### src/rtl/inst_mem_pkg.sv
// rtl/inst_mem_pkg.sv - shared state encodings and sizing for the instruction memory loader
package inst_mem_pkg;

  typedef enum logic [1:0] {
    S_IDLE = 2'd0,
    S_WAIT = 2'd1,
    S_BYTE = 2'd2,
    S_DONE = 2'd3
  } loader_state_t;

  localparam int MEM_BYTES         = 256;
  localparam int BYTES_PER_WORD    = 4;
  localparam int DEFAULT_MAX_WORDS = MEM_BYTES / BYTES_PER_WORD;

endpackage

### src/rtl/inst_mem_loader_word_byte_ser.sv
// rtl/inst_mem_loader_word_byte_ser.sv - 32-bit word to big-endian byte serializer
module word_byte_ser (
  input  logic        clk,
  input  logic        rst,
  input  logic        i_load,
  input  logic [31:0] i_word,
  input  logic        i_advance,
  output logic [7:0]  o_byte,
  output logic        o_last
);

  logic [31:0] r_shift;
  logic [1:0]  r_cnt;

  // Load a fresh word, then shift one byte per step; stop on byte 3 so the
  // last byte stays on the output after the word is finished.
  always_ff @(posedge clk or posedge rst) begin
    if (rst) begin
      r_shift <= '0;
      r_cnt   <= '0;
    end else if (i_load) begin
      r_shift <= i_word;
      r_cnt   <= '0;
    end else if (i_advance && (r_cnt != 2'd3)) begin
      r_shift <= {r_shift[23:0], 8'h00};
      r_cnt   <= r_cnt + 2'd1;
    end
  end

  assign o_byte = r_shift[31:24];
  assign o_last = (r_cnt == 2'd3);

endmodule

### src/rtl/inst_mem_loader.sv
// rtl/inst_mem_loader.sv - stream-to-byte-write program loader; optional LOADER_CHECKSUM_EN adds a word checksum
module inst_mem_loader
  import inst_mem_pkg::*;
#(
  parameter int                ADDR_W    = 32,
  parameter logic [ADDR_W-1:0] BASE_ADDR = '0,
  parameter int                MAX_WORDS = DEFAULT_MAX_WORDS
) (
  input  logic              clk,
  input  logic              rst,
  input  logic              start,
  input  logic [7:0]        word_count,
  input  logic [31:0]       in_word,
  input  logic              in_valid,
  output logic              in_ready,
  output logic              We,
  output logic [ADDR_W-1:0] write_address,
  output logic [7:0]        write_data,
  output logic              busy,
  output logic              done,
  output logic              err,
  output logic [31:0]       checksum
);

  localparam logic [8:0] MAX_W9 = 9'(MAX_WORDS);

  loader_state_t     r_state, w_next;
  logic [7:0]        r_count, r_word_idx;
  logic [ADDR_W-1:0] r_addr;
  logic              r_we, r_err;
  logic              w_start, w_too_many, w_accept, w_in_byte, w_ser_last;
  logic [7:0]        w_word_idx_nxt, w_ser_byte;

  assign w_start        = (r_state == S_IDLE) && start;
  assign w_too_many     = {1'b0, word_count} > MAX_W9;
  assign w_accept       = (r_state == S_WAIT) && in_valid;
  assign w_in_byte      = (r_state == S_BYTE);
  assign w_word_idx_nxt = r_word_idx + 8'd1;

  word_byte_ser u_ser (
    .clk      (clk),
    .rst      (rst),
    .i_load   (w_accept),
    .i_word   (in_word),
    .i_advance(w_in_byte),
    .o_byte   (w_ser_byte),
    .o_last   (w_ser_last)
  );

  // State register.
  always_ff @(posedge clk or posedge rst) begin
    if (rst) r_state <= S_IDLE;
    else     r_state <= w_next;
  end

  // Next-state logic: empty or oversized sessions go straight to DONE.
  always_comb begin
    w_next = r_state;
    case (r_state)
      S_IDLE: if (start) w_next = ((word_count == 8'd0) || w_too_many) ? S_DONE : S_WAIT;
      S_WAIT: if (in_valid) w_next = S_BYTE;
      S_BYTE: if (w_ser_last) w_next = (w_word_idx_nxt == r_count) ? S_DONE : S_WAIT;
      S_DONE: w_next = S_IDLE;
      default: w_next = S_IDLE;
    endcase
  end

  // Session bookkeeping: word count, word index and the sticky reject flag.
  always_ff @(posedge clk or posedge rst) begin
    if (rst) begin
      r_count    <= '0;
      r_word_idx <= '0;
      r_err      <= 1'b0;
    end else if (w_start) begin
      r_count    <= word_count;
      r_word_idx <= '0;
      r_err      <= w_too_many;
    end else if (w_in_byte && w_ser_last) begin
      r_word_idx <= w_word_idx_nxt;
    end
  end

  // Registered write strobe and byte address; both hold once a word is written.
  always_ff @(posedge clk or posedge rst) begin
    if (rst) begin
      r_we   <= 1'b0;
      r_addr <= '0;
    end else if (w_accept) begin
      r_we   <= 1'b1;
      r_addr <= BASE_ADDR + ADDR_W'({r_word_idx, 2'b00});
    end else if (w_in_byte) begin
      if (w_ser_last) r_we   <= 1'b0;
      else            r_addr <= r_addr + ADDR_W'(1);
    end
  end

`ifdef LOADER_CHECKSUM_EN
  logic [31:0] r_checksum;

  // Running sum of accepted words, restarted by every accepted start.
  always_ff @(posedge clk or posedge rst) begin
    if (rst)                      r_checksum <= '0;
    else if (w_start && !w_too_many) r_checksum <= '0;
    else if (w_accept)            r_checksum <= r_checksum + in_word;
  end

  assign checksum = r_checksum;
`else
  assign checksum = '0;
`endif

  assign in_ready      = (r_state == S_WAIT);
  assign busy          = (r_state == S_WAIT) || (r_state == S_BYTE);
  assign done          = (r_state == S_DONE);
  assign err           = r_err;
  assign We            = r_we;
  assign write_address = r_addr;
  assign write_data    = w_ser_byte;

endmodule
### config.mk
export PLATFORM = sky130hd
export DESIGN_NAME = inst_mem_loader
export DESIGN_NICKNAME = d
export VERILOG_FILES = /design/src/rtl/inst_mem_pkg.sv /design/src/rtl/inst_mem_loader_word_byte_ser.sv /design/src/rtl/inst_mem_loader.sv
export SDC_FILE = /design/constraint.sdc
export NUM_CORES = 1
export LEC_CHECK = 0
export BUFFER_PORTS_ARGS = -buffer_cell sky130_fd_sc_hd__buf_2
export CAP_MARGIN = 20
export CORE_AREA = 2 2 101 103
export CTS_BUF_LIST = sky130_fd_sc_hd__clkbuf_4 sky130_fd_sc_hd__clkbuf_8
export CTS_CLUSTER_DIAMETER = 30
export DETAILED_ROUTE_END_ITERATION = 10
export DIE_AREA = 0 0 103 105
export PLACE_DENSITY = 0.85
export SLEW_MARGIN = 15
export SYNTH_ARGS = -nofsm -noshare
export SYNTH_HDL_FRONTEND = slang
export SYNTH_SLANG_ARGS = --single-unit
### constraint.sdc
create_clock -name clk -period 5.55 [get_ports clk]
set_clock_uncertainty 0.1 [all_clocks]
set_input_delay 0.8325 -clock clk [delete_from_list [all_inputs] [get_ports clk]]
set_output_delay 0.8325 -clock clk [all_outputs]
set_load 0.02 [all_outputs]
==> flow_summary.ini <==
[outcome]
outcome = complete, no violations

[finish]
num-nets-final = 604
design_area_sq_um = 5260
fillers = 831
syn2layout_area_growth_pct = 10.9
post-route-util_pct = 54.6
drive_gt1_share_pct = 22.4
n_antenna_cell = 0

[detailed_routing]
drtPass1Iterations = 4
viasPerCell = 5.14
wl_um = 9620
routedWlPerCell_um = 13.9
num_vias = 3545
route.detailed.drc = 0
drtIter0Drc = 153
antenna_left = 0

[floorplan]
die_x_um = 103
ioPinCount = 121
rows = 36
dieArea_sq_um = 10800
die_h_um = 105
core_region_area_sq_um = 9640
start_util_pct = 49.2

[worst_hold_path]
min_path_type = register to register
min_from = We$_DFFE_PP0P_
min_path_cells = 1
hold_path_end = We$_DFFE_PP0P_

[clock_tree]
postCtsSetupBuffers = 0
cts.repair.resized = 0
cts_sinks = 86
clk_pin_slew_ns = 0.08
cts_root_buf = clkbuf_8
clock_latency_ns = 0.36
cts_buffers = 9
cts_tree = yes
cts_max_level = 3
hold_buffers = 0
clk_path_buf_depth = 2

[grt]
grt_pass1_wl_um = 16200
grt_max_degree = 87
antenna_found_initial = 0
overflow = 0
grt_use_total_pct = 18.7
grt_pass1_vias = 3398

[timing]
finalCriticalPeriod_ns = 2.87
clock.fmax_mhz = 349
timing.slew.headroom_pct = 29.1
tightest_slew_ns = 1.06
rsz0062_at_grt = no
setup_viol = 0
period_share_pct = 51.6
fin_tns_setup_ns = 0
drv_slew = 0
hold_ws_ns = 0.380
hold_viol = 0

[yosys]
synthTopCellsByArea = dfrtp_1, buf_4, mux2i_1, nand2_1, xnor2_1
ys_ff_latch = 86
synth_top_area_cell = dfrtp_1
yosysMostFrequentCell = dfrtp_1
netlist_area_sq_um = 4740
ys_types = 53
synthArstFlopShare_pct = 100
yosys_most_used_dff = dfrtp_1
syn_inst = 485
yosys.area.top_type_share_pct = 45.4
synthTopCellsByCount = dfrtp_1, nand2_1, buf_4, o21ai_0, nor2_1
yosysWarnings = 0
synth_edf_count = 0
syn_area_per_cell_sq_um = 9.78
ys_seq_area_share_pct = 45.4

[placed_design]
placed_cell_area_sq_um = 5040
hpwl_um = 6750
portBuffers = 88
gp_congestion = 0.849

[worst_setup_path]
r2r_end = write_address[27]$_DFFE_PP0P_
crit_path_start = r_state[0]$_DFFE_PP0P_
worst_setup_path_end_kind = register
crit_required_ns = 5.66
reg2reg_depth = 7
cp_max_fo = 39
rr_startpoint = r_state[0]$_DFFE_PP0P_
worstPathArrival_ns = 2.98
r2r_setup_slack_ns = 2.68
critical_path_class = register to register
start_kind = register

[job]
drv_cap = 0

[pwr]
p_leak_nw = 2.46
power.total_w = 0.00229
peakVddDrop_v = 0.000305
power_per_cell_area_nw_per_um2 = 435
## worst max-delay path, cell delays in order, from the launching register on
cell     delay [ns]
dfrtp_1        0.41
inv_1          0.13
ha_1           0.27
and2b_2        0.89
nand4_4        0.34
nor4_2         0.38
xnor2_1        0.15
nor2_1         0.05
## registers in the layout, indices dropped and copies added, names as in the netlist
| name | flops |
|---|---|
| u_ser.r_cnt | 2 |
| We | 1 |
| r_word_idx | 8 |
| r_state | 2 |
| r_count | 8 |
| err | 1 |
| u_ser.r_shift | 32 |
| write_address | 32 |
## per-layer routing
layer	wire length [um]	share of wire, %	track usage [%]
met4	189	2.0	6.48
met3	511	5.3	4.15
met2	4610	48	28.9
met5	0	0	0
met1	4310	45	25.7
## worst max path at each step
stage | cells past startpoint | endpoint | slack, ns
2_1_floorplan | 1 | We$_DFFE_PP0P_ | 2.40
3_3_place_gp | 5 | u_ser.r_shift[7]$_DFFE_PP0P_ | 2.69
3_5_place_dp | 5 | u_ser.r_shift[2]$_DFFE_PP0P_ | 2.62
4_1_cts | 7 | write_address[31]$_DFFE_PP0P_ | 2.67
5_1_grt | 7 | write_address[31]$_DFFE_PP0P_ | 2.41
6_report | 7 | write_address[27]$_DFFE_PP0P_ | 2.68
## area by class of cell
| class | instances | area (sq um) | area share, % |
|---|---|---|---|
| multi-input cells | 353 | 2220 | 42.2 |
| repair buffers | 90 | 459 | 8.73 |
| inverters | 12 | 46.3 | 0.880 |
| flip-flops and latches | 86 | 2150 | 40.9 |
| clock inverters | 6 | 86.3 | 1.64 |
| clock buffers | 10 | 131 | 2.50 |
| well taps | 133 | 166 | 3.16 |
## cell families after synthesis
group,Yosys count,share of synthesized area [%]
mux,27,5.70
buf+inv,77,10.3
compound gates,69,9.45
simple gates,175,19.2
fa+ha+maj,8,2.11
other cells,1,0.0791
xor+xnor,42,7.76
flops,86,45.4
## metrics by stage
stage | cells | setup slack [ns]
after floorplan | 516 | 2.40
after global routing | 690 | 2.41
final | 690 | 2.68
after CTS | 690 | 2.67
after global placement | 674 | 2.69
after detailed placement | 674 | 2.62
## power by group
group          leakage, nW  internal [W]  switching, W
Combinational         1.22      0.000325      0.000507
Clock                0.110      0.000258      0.000224
Sequential            1.14      0.000813      0.000164
## cells in the final DEF (no fill, tap or decap), types with 2 or more instances in the layout
cell / netlist / final
or3_1: 4 / 4
and3_1: 2 / 2
xnor2_1: 29 / 29
nand4_4: 2 / 2
clkinv_2: 0 / 3
nor2_1: 34 / 34
bufinv_16: 0 / 2
a21o_1: 2 / 2
inv_1: 12 / 11
nor4_2: 4 / 4
nor3_1: 15 / 15
buf_2: 5 / 88
mux2i_1: 27 / 27
nor4_1: 3 / 3
dfrtp_1: 86 / 86
nand2_1: 71 / 71
conb_1: 1 / 32
nand4_1: 4 / 4
a21oi_1: 6 / 6
xor2_1: 13 / 13
clkbuf_8: 0 / 9
and2_1: 3 / 2
nand2b_1: 2 / 2
a41oi_1: 2 / 2
a22o_1: 8 / 8
nor3_2: 2 / 2
nor4b_1: 2 / 2
o31ai_1: 2 / 2
and4_1: 4 / 4
o21ai_0: 39 / 39
ha_1: 8 / 8
nand3_1: 13 / 13
(Power assumes the default switching activity.)
